===== config.mk =====
export PLATFORM = sky130hd
export DESIGN_NAME = prescale_detect_flat
export DESIGN_NICKNAME = d
export VERILOG_FILES = /design/src/rtl/prescale_pkg.sv /design/src/rtl/prescale_detect_if.sv /design/src/rtl/prescale_detect_sync_edge.sv /design/src/rtl/prescale_detect.sv /design/src/flat_wrapper.sv
export SDC_FILE = /design/constraint.sdc
export NUM_CORES = 1
export LEC_CHECK = 0
export BUFFER_PORTS_ARGS = -buffer_cell sky130_fd_sc_hd__clkbuf_2
export CAP_MARGIN = 5
export CELL_PAD_IN_SITES_DETAIL_PLACEMENT = 0
export CELL_PAD_IN_SITES_GLOBAL_PLACEMENT = 1
export CORE_MARGIN = 3
export CORE_UTILIZATION = 49
export DETAILED_ROUTE_END_ITERATION = 7
export PLACE_DENSITY = 0.89
export SETUP_SLACK_MARGIN = 0.4
export SYNTH_ARGS = -nofsm -noshare
export SYNTH_HDL_FRONTEND = slang
export SYNTH_SLANG_ARGS = --single-unit

===== constraint.sdc =====
create_clock -name clk_in -period 4.95 [get_ports clk_in]
set_clock_uncertainty 0.05 [all_clocks]
set_input_delay 0.495 -clock clk_in [delete_from_list [all_inputs] [get_ports clk_in]]
set_output_delay 0.495 -clock clk_in [all_outputs]
set_load 0.02 [all_outputs]

===== src/rtl/prescale_pkg.sv =====
`default_nettype none
// +--------------------------------------------------------------------+
// | prescale_pkg : shared state type and defaults for prescale_detect  |
// | Rev 1.0                                                            |
// +--------------------------------------------------------------------+
package prescale_pkg;

  typedef enum logic [1:0] {
    ST_IDLE    = 2'd0,
    ST_MEASURE = 2'd1,
    ST_LOCKED  = 2'd2
  } state_e;

  localparam int unsigned LOCK_CNT_DEFAULT = 2;

endpackage
`default_nettype wire


===== src/rtl/prescale_detect_if.sv =====
`default_nettype none
// +--------------------------------------------------------------------+
// | prescale_detect_if : measured clock, restart and decode results    |
// | Rev 1.0                                                            |
// +--------------------------------------------------------------------+
interface prescale_detect_if #(
  parameter int N = 3
);
  logic         div_in;
  logic         clear;
  logic [N-1:0] prescale_out;
  logic         valid;
  logic         lock;
  logic         err;

  modport master (output div_in, clear, input prescale_out, valid, lock, err);
  modport slave  (input div_in, clear, output prescale_out, valid, lock, err);
endinterface
`default_nettype wire


===== src/rtl/prescale_detect_sync_edge.sv =====
`default_nettype none
// +--------------------------------------------------------------------+
// | sync_edge : optional 2-flop synchronizer + rising-edge pulse       |
// | Macro PRESCALE_DETECT_SYNC_EN inserts the synchronizer. Rev 1.0    |
// +--------------------------------------------------------------------+
module sync_edge (
  input  wire logic clk_in,
  input  wire logic rst_n,
  input  wire logic div_in,
  output logic      rise
);
  logic smp;
  logic prev_q, prev_d;

`ifdef PRESCALE_DETECT_SYNC_EN
  logic [1:0] sync_q, sync_d;

  always_comb begin
    sync_d = {sync_q[0], div_in};
  end

  always_ff @(posedge clk_in or negedge rst_n) begin
    if (!rst_n) begin
      sync_q <= 2'b00;
    end else begin
      sync_q <= sync_d;
    end
  end

  assign smp = sync_q[1];
`else
  assign smp = div_in;
`endif

  always_comb begin
    prev_d = smp;
  end

  always_ff @(posedge clk_in or negedge rst_n) begin
    if (!rst_n) begin
      prev_q <= 1'b0;
    end else begin
      prev_q <= prev_d;
    end
  end

  assign rise = smp & ~prev_q;

endmodule
`default_nettype wire


===== src/rtl/prescale_detect.sv =====
`default_nettype none
// +--------------------------------------------------------------------+
// | prescale_detect : measures a divided clock and decodes its index   |
// | Macro PRESCALE_DETECT_SYNC_EN selects the input sync. Rev 1.0      |
// +--------------------------------------------------------------------+
module prescale_detect
  import prescale_pkg::*;
#(
  parameter int N        = 3,
  parameter int LOCK_CNT = LOCK_CNT_DEFAULT
) (
  input wire logic          clk_in,
  input wire logic          rst_n,
  prescale_detect_if.slave  bus
);
  localparam int CW = 1 << N;
  localparam int SW = $clog2(LOCK_CNT + 1);
  localparam logic [CW-1:0] CNT_ONE    = {{(CW-1){1'b0}}, 1'b1};
  localparam logic [CW:0]   PER_ONE    = {{CW{1'b0}}, 1'b1};
  localparam logic [SW-1:0] STREAK_ONE = SW'(1);
  localparam logic [SW-1:0] STREAK_MAX = SW'(LOCK_CNT);

  state_e        state_q, state_d;
  logic [CW-1:0] per_cnt_q, per_cnt_d;
  logic [SW-1:0] streak_q, streak_d;
  logic [N-1:0]  prescale_q, prescale_d;
  logic          valid_q, valid_d;
  logic          err_q, err_d;
  logic          lock_q, lock_d;

  logic          rise;
  logic [CW:0]   period;
  logic          onehot;
  logic          dec_ok;
  logic [N-1:0]  dec_idx;
  logic [SW-1:0] streak_inc;

  sync_edge u_sync_edge (
    .clk_in (clk_in),
    .rst_n  (rst_n),
    .div_in (bus.div_in),
    .rise   (rise)
  );

  // per_cnt restarts at 0 on the edge cycle, so it lags the period by one
  assign period = {1'b0, per_cnt_q} + PER_ONE;
  assign onehot = ((period & (period - PER_ONE)) == '0);
  assign dec_ok = onehot && !period[0] && !period[CW];

  always_comb begin
    dec_idx = '0;
    for (int i = 1; i < CW; i++) begin
      if (period[i]) dec_idx = N'(i);
    end
  end

  assign streak_inc = (streak_q >= STREAK_MAX) ? streak_q : streak_q + STREAK_ONE;

  always_comb begin
    state_d    = state_q;
    per_cnt_d  = (&per_cnt_q) ? per_cnt_q : per_cnt_q + CNT_ONE;
    streak_d   = streak_q;
    prescale_d = prescale_q;
    valid_d    = 1'b0;
    err_d      = 1'b0;

    if (bus.clear) begin
      state_d    = ST_IDLE;
      per_cnt_d  = '0;
      streak_d   = '0;
      prescale_d = '0;
    end else begin
      case (state_q)
        ST_IDLE: begin
          per_cnt_d = '0;
          if (rise) state_d = ST_MEASURE;
        end
        ST_MEASURE, ST_LOCKED: begin
          // A saturated counter wins over a coincident edge
          if (&per_cnt_q) begin
            err_d     = 1'b1;
            state_d   = ST_IDLE;
            streak_d  = '0;
            per_cnt_d = '0;
          end else if (rise) begin
            per_cnt_d = '0;
            if (dec_ok) begin
              valid_d    = 1'b1;
              prescale_d = dec_idx;
              streak_d   = (dec_idx == prescale_q) ? streak_inc : STREAK_ONE;
              state_d    = (streak_d >= STREAK_MAX) ? ST_LOCKED : ST_MEASURE;
            end else begin
              err_d    = 1'b1;
              streak_d = '0;
              state_d  = ST_MEASURE;
            end
          end
        end
        default: begin
          state_d = ST_IDLE;
        end
      endcase
    end

    lock_d = (state_d == ST_LOCKED);
  end

  always_ff @(posedge clk_in or negedge rst_n) begin
    if (!rst_n) begin
      state_q    <= ST_IDLE;
      per_cnt_q  <= '0;
      streak_q   <= '0;
      prescale_q <= '0;
      valid_q    <= 1'b0;
      err_q      <= 1'b0;
      lock_q     <= 1'b0;
    end else begin
      state_q    <= state_d;
      per_cnt_q  <= per_cnt_d;
      streak_q   <= streak_d;
      prescale_q <= prescale_d;
      valid_q    <= valid_d;
      err_q      <= err_d;
      lock_q     <= lock_d;
    end
  end

  assign bus.prescale_out = prescale_q;
  assign bus.valid        = valid_q;
  assign bus.err          = err_q;
  assign bus.lock         = lock_q;

endmodule
`default_nettype wire


===== src/flat_wrapper.sv =====
// flat-port wrapper written by rule: the top's interface ports become plain ports
module prescale_detect_flat import prescale_pkg::*;
#(
  parameter int N        = 3,
  parameter int LOCK_CNT = LOCK_CNT_DEFAULT
)
  (clk_in, rst_n, bus_div_in, bus_clear, bus_prescale_out, bus_valid, bus_lock, bus_err);
  prescale_detect_if #(.N(N)) bus_i ();
  input wire logic clk_in;
  input wire logic rst_n;
  input wire logic [$bits(bus_i.div_in)-1:0] bus_div_in;
  input wire logic [$bits(bus_i.clear)-1:0] bus_clear;
  output wire logic [$bits(bus_i.prescale_out)-1:0] bus_prescale_out;
  output wire logic [$bits(bus_i.valid)-1:0] bus_valid;
  output wire logic [$bits(bus_i.lock)-1:0] bus_lock;
  output wire logic [$bits(bus_i.err)-1:0] bus_err;
  assign bus_i.div_in = bus_div_in;
  assign bus_i.clear = bus_clear;
  assign bus_prescale_out = bus_i.prescale_out;
  assign bus_valid = bus_i.valid;
  assign bus_lock = bus_i.lock;
  assign bus_err = bus_i.err;
  prescale_detect #(.N(N), .LOCK_CNT(LOCK_CNT)) u_core (.clk_in(clk_in), .rst_n(rst_n), .bus(bus_i));
endmodule

==> Implementation_results.wiki <==
{| class="wikitable"
! Metric !! Value
|-
| Run status || completed
|-
| Io pins || 10
|-
| Layout overhead on the synthesized area || 5.02%
|-
| First DRT Iteration DRCs || between 60 and 70
|-
| Antenna violations before repair || 0
|-
| R2R depth || 8
|-
| Areal power density over the cells || approximately 190 nW/um^2
|-
| Clock tree buffer depth || 2
|-
| TritonCTS buffer count || 3
|-
| PnR worst setup slack || between 2000 and 2500 ps
|-
| End point of the critical path || u_core.streak_q[1]
|-
| Die Y-Extent || 59.4 microns
|-
| Min Hold Slack || 80.1 ps
|-
| Total via count in the routed design || roughly 1100
|-
| Cts hold-fix bufs || 0
|-
| Number of flops mapped to enable cells by yosys || 0
|-
| Leakage Power || ~0.65 nW
|-
| Vias in the first global route || slightly above 1000
|-
| Critical path launch point || u_core.per_cnt_q[0]
|-
| Total negative slack for setup checks || 0 ps
|-
| Total Nets Final || between 150 and 200
|-
| Average footprint of a synthesized cell || approximately 9.1 sq um
|-
| Clock latency reported for the late side of the worst-skew pair || 300 ps
|-
| Post-CTS setup buffers || 0
|-
| CTS tree || yes
|-
| Die Area || between 3000 and 4000 sq um
|-
| Slew at the pin closest to its max-slew limit || 798 ps
|-
| Max cap viols || 0
|-
| Count of antenna diodes in the layout || 0
|-
| Clock Pin Slew Worst Setup and Hold Paths || 120 ps
|-
| Synth Register Bits || 19
|-
| Post-synthesis instance area || between 1000 and 1500 sq um
|-
| Synthesized Nets || about 160
|-
| Crit Path Category || register to register
|-
| Wirelength per Cell || between 15 and 20 microns
|-
| Prevailing post-synth register cell || sky130_fd_sc_hd__dfrtp_1
|-
| Launching element type of the critical path || register
|-
| GP Congestion || 0.908
|-
| Number of distinct library cells after synthesis || between 50 and 60
|-
| Total global routing track utilization || a little under a fifth
|-
| DRT Pass-1 Iters || 4
|-
| Wire length of the first global-routing pass || approximately 5 mm
|-
| Data required time at the worst endpoint || 5150 ps
|-
| Initial Utilization || a little over half
|-
| Drc violations || 0
|-
| Half-perimeter wire length of the detailed placement result || 2.20 mm
|-
| Worst min path class || primary input to asynchronous set/reset pin
|-
| Warnings from Yosys || 0
|-
| Async set-or-reset flop fraction in the synthesized netlist || 100%
|-
| Width of the die || a little under 60 microns
|-
| Average via count per standard cell || 6.04
|-
| Flop-to-flop setup slack || slightly above 2000 ps
|-
| Total count of max-transition violations in the final report || 0
|-
| Number of buffer cells added on primary ports || 9
|-
| Pin count of the biggest net entering global routing || 20
|-
| Final routed wirelength across all metal layers || ~3 mm
|-
| RSZ-0062 raised after global routing || false
|-
| H-tree level count || 1
|-
| VDD IR max || roughly 0.17 mV
|-
| Number of gates given a new drive strength after cts || 0
|-
| R2r endpoint || u_core.streak_q[1]
|-
| Worst setup timing slack at the placement stage || roughly 2100 ps
|-
| Highest attainable clock frequency || roughly 350 MHz
|-
| Data arrival time of the critical path || 3070 ps
|-
| Critical-path maximum fanout || 14
|-
| Proportion of synthesized chip area in sequential cells || about a third
|-
| DRT antenna net count || 0
|-
| Share of the cycle needed by the critical path after routing || between 50 and 60%
|-
| CTS root buffer || sky130_fd_sc_hd__clkbuf_4
|-
| Final count of hold timing violations || 0
|-
| Aggregate global routing overflow || 0
|-
| Number of sinks handled by clock tree synthesis || 19
|-
| Core region area || between 2000 and 3000 sq um
|-
| Kind of capture point of the worst setup path || register
|-
| Slew headroom || a little under half
|-
| Final worst path period need || 2880 ps
|-
| Number of cell rows || 18
|-
| Startpoint of the most critical register-to-register path || u_core.per_cnt_q[0]
|-
| Ratio of cells with drive above 1 in the final layout || ~15%
|-
| Cells after Synth || ~150
|-
| Final setup violating endpoints || 0
|}
## critical path, cell delays in order (launching register included)
cell and delay, ps:
sky130_fd_sc_hd__dfrtp_1 530, sky130_fd_sc_hd__ha_1 300, sky130_fd_sc_hd__and4_1 290, sky130_fd_sc_hd__nand4_1 530, sky130_fd_sc_hd__nand2_1 210, sky130_fd_sc_hd__a32o_1 230, sky130_fd_sc_hd__nor3_1 90, sky130_fd_sc_hd__nor4_2 400
sky130_fd_sc_hd__a22o_1 210
## metal layers
layer  track usage [%]  wire length (microns)  vias up  share of wire (%)
met1              29.7                   1520      545                 52
li1                  -                      -      556                  -
met2              27.0                   1290       27                 44
met5                 0                      0        -                  0
met4              2.91                      7        0               0.24
met3              3.27                    121        2                4.1
## synthesized netlist by cell type, types with 2 or more instances
library cell	number	area [sq um]
sky130_fd_sc_hd__dfrtp_1	19	475
sky130_fd_sc_hd__a211oi_1	4	30.0
sky130_fd_sc_hd__and3_1	4	25.0
sky130_fd_sc_hd__a22o_1	2	17.5
sky130_fd_sc_hd__o21ai_0	2	10.0
sky130_fd_sc_hd__a32o_1	2	20.0
sky130_fd_sc_hd__nand2b_1	3	18.8
sky130_fd_sc_hd__nor2_1	16	60.1
sky130_fd_sc_hd__clkbuf_1	3	11.3
sky130_fd_sc_hd__a21oi_1	6	30.0
sky130_fd_sc_hd__a21boi_0	2	15.0
sky130_fd_sc_hd__nor3_1	6	30.0
sky130_fd_sc_hd__a2bb2oi_1	2	17.5
sky130_fd_sc_hd__nand2_1	10	37.5
sky130_fd_sc_hd__nand3_1	3	15.0
sky130_fd_sc_hd__a22oi_1	2	15.0
sky130_fd_sc_hd__ha_1	6	75.1
sky130_fd_sc_hd__inv_1	9	33.8
sky130_fd_sc_hd__buf_2	5	25.0
sky130_fd_sc_hd__nor2b_1	4	25.0
sky130_fd_sc_hd__nand4_1	2	12.5
sky130_fd_sc_hd__xnor2_1	8	70.1
sky130_fd_sc_hd__xor2_1	4	35.0
## kinds of logic after synthesis
| group | Yosys count | synth area share, % |
|---|---|---|
| AOI/OAI and AO/OA | 37 | 21.2 |
| muxes | 1 | 0.718 |
| buffers and inverters | 18 | 5.29 |
| xor gates and xnor gates | 14 | 10.7 |
| and+or+nand+nor | 58 | 22.7 |
| adders and majority gates | 6 | 5.38 |
| DFF | 19 | 34.1 |
## registers in the layout, indices dropped and copies added, names as in the netlist
name and count:
u_core.state_q 2, u_core.bus.valid 1, u_core.bus.err 1, u_core.per_cnt_q 8
u_core.bus.lock 1, u_core.streak_q 2, u_core.u_sync_edge.prev_q 1, u_core.bus.prescale_out 3
## cells in the final DEF, fill, tap and decap left out, drive strengths merged, types with 2 or more instances in the layout
cell type and count:
nor3 6, xnor2 9, a22oi 3, a21oi 6
dfrtp 19, or4 2, a22o 2, and3 4
a21boi 3, inv 9, a32o 2, xor2 5
o311ai 2, ha 6, a2bb2oi 2, nand3 4
nand4 2, nor2b 4, clkbuf 12, nor2 17
nand2b 3, o21ai 3, nand2 10, a211oi 5
## through the flow
| step | instance area (sq um) | std cells | power (mW) | utilization (%) |
|---|---|---|---|---|
| after floorplan | 1400 | 153 | 0.186 | - |
| after global placement | 1440 | 183 | 0.196 | 55.5 |
| after detailed placement | 1440 | 183 | 0.198 | 55.5 |
| after CTS | 1470 | 187 | 0.281 | 56.6 |
| after global routing | 1470 | 187 | 0.291 | 56.6 |
| final | 1470 | 187 | 0.276 | 56.6 |
## worst min path at each step
| stage | to | slack [ps] | depth (start not counted) |
|---|---|---|---|
| after detailed placement | u_core.per_cnt_q[7] | 440 | 1 |
| after global routing | u_core.bus.prescale_out[2] | 90 | 1 |
| after floorplan | u_core.bus.err | 150 | 0 |
| after CTS | u_core.bus.prescale_out[2] | 90 | 1 |
| final | u_core.bus.prescale_out[2] | 80 | 1 |
| after global placement | u_core.per_cnt_q[7] | 420 | 1 |
## report_power, final
group | internal (mW) | leakage (nW) | switching (mW)
Combinational | 0.0118 | 0.370 | 0.0216
Clock | 0.0301 | 0.0177 | 0.0514
Sequential | 0.158 | 0.262 | 0.00305
Total | 0.200 | 0.649 | 0.0761
## layout make-up
cell class,count,area (sq um)
Clock buffer,3,22.5
Clock inverter,1,5.00
Fill cell,234,1120
Inverter,9,33.8
Multi-Input combinational cell,116,846
Sequential cell,19,475
Tap cell,30,37.5
Timing Repair Buffer,9,45.0
Note: power is estimated with default switching activity, not from simulation.
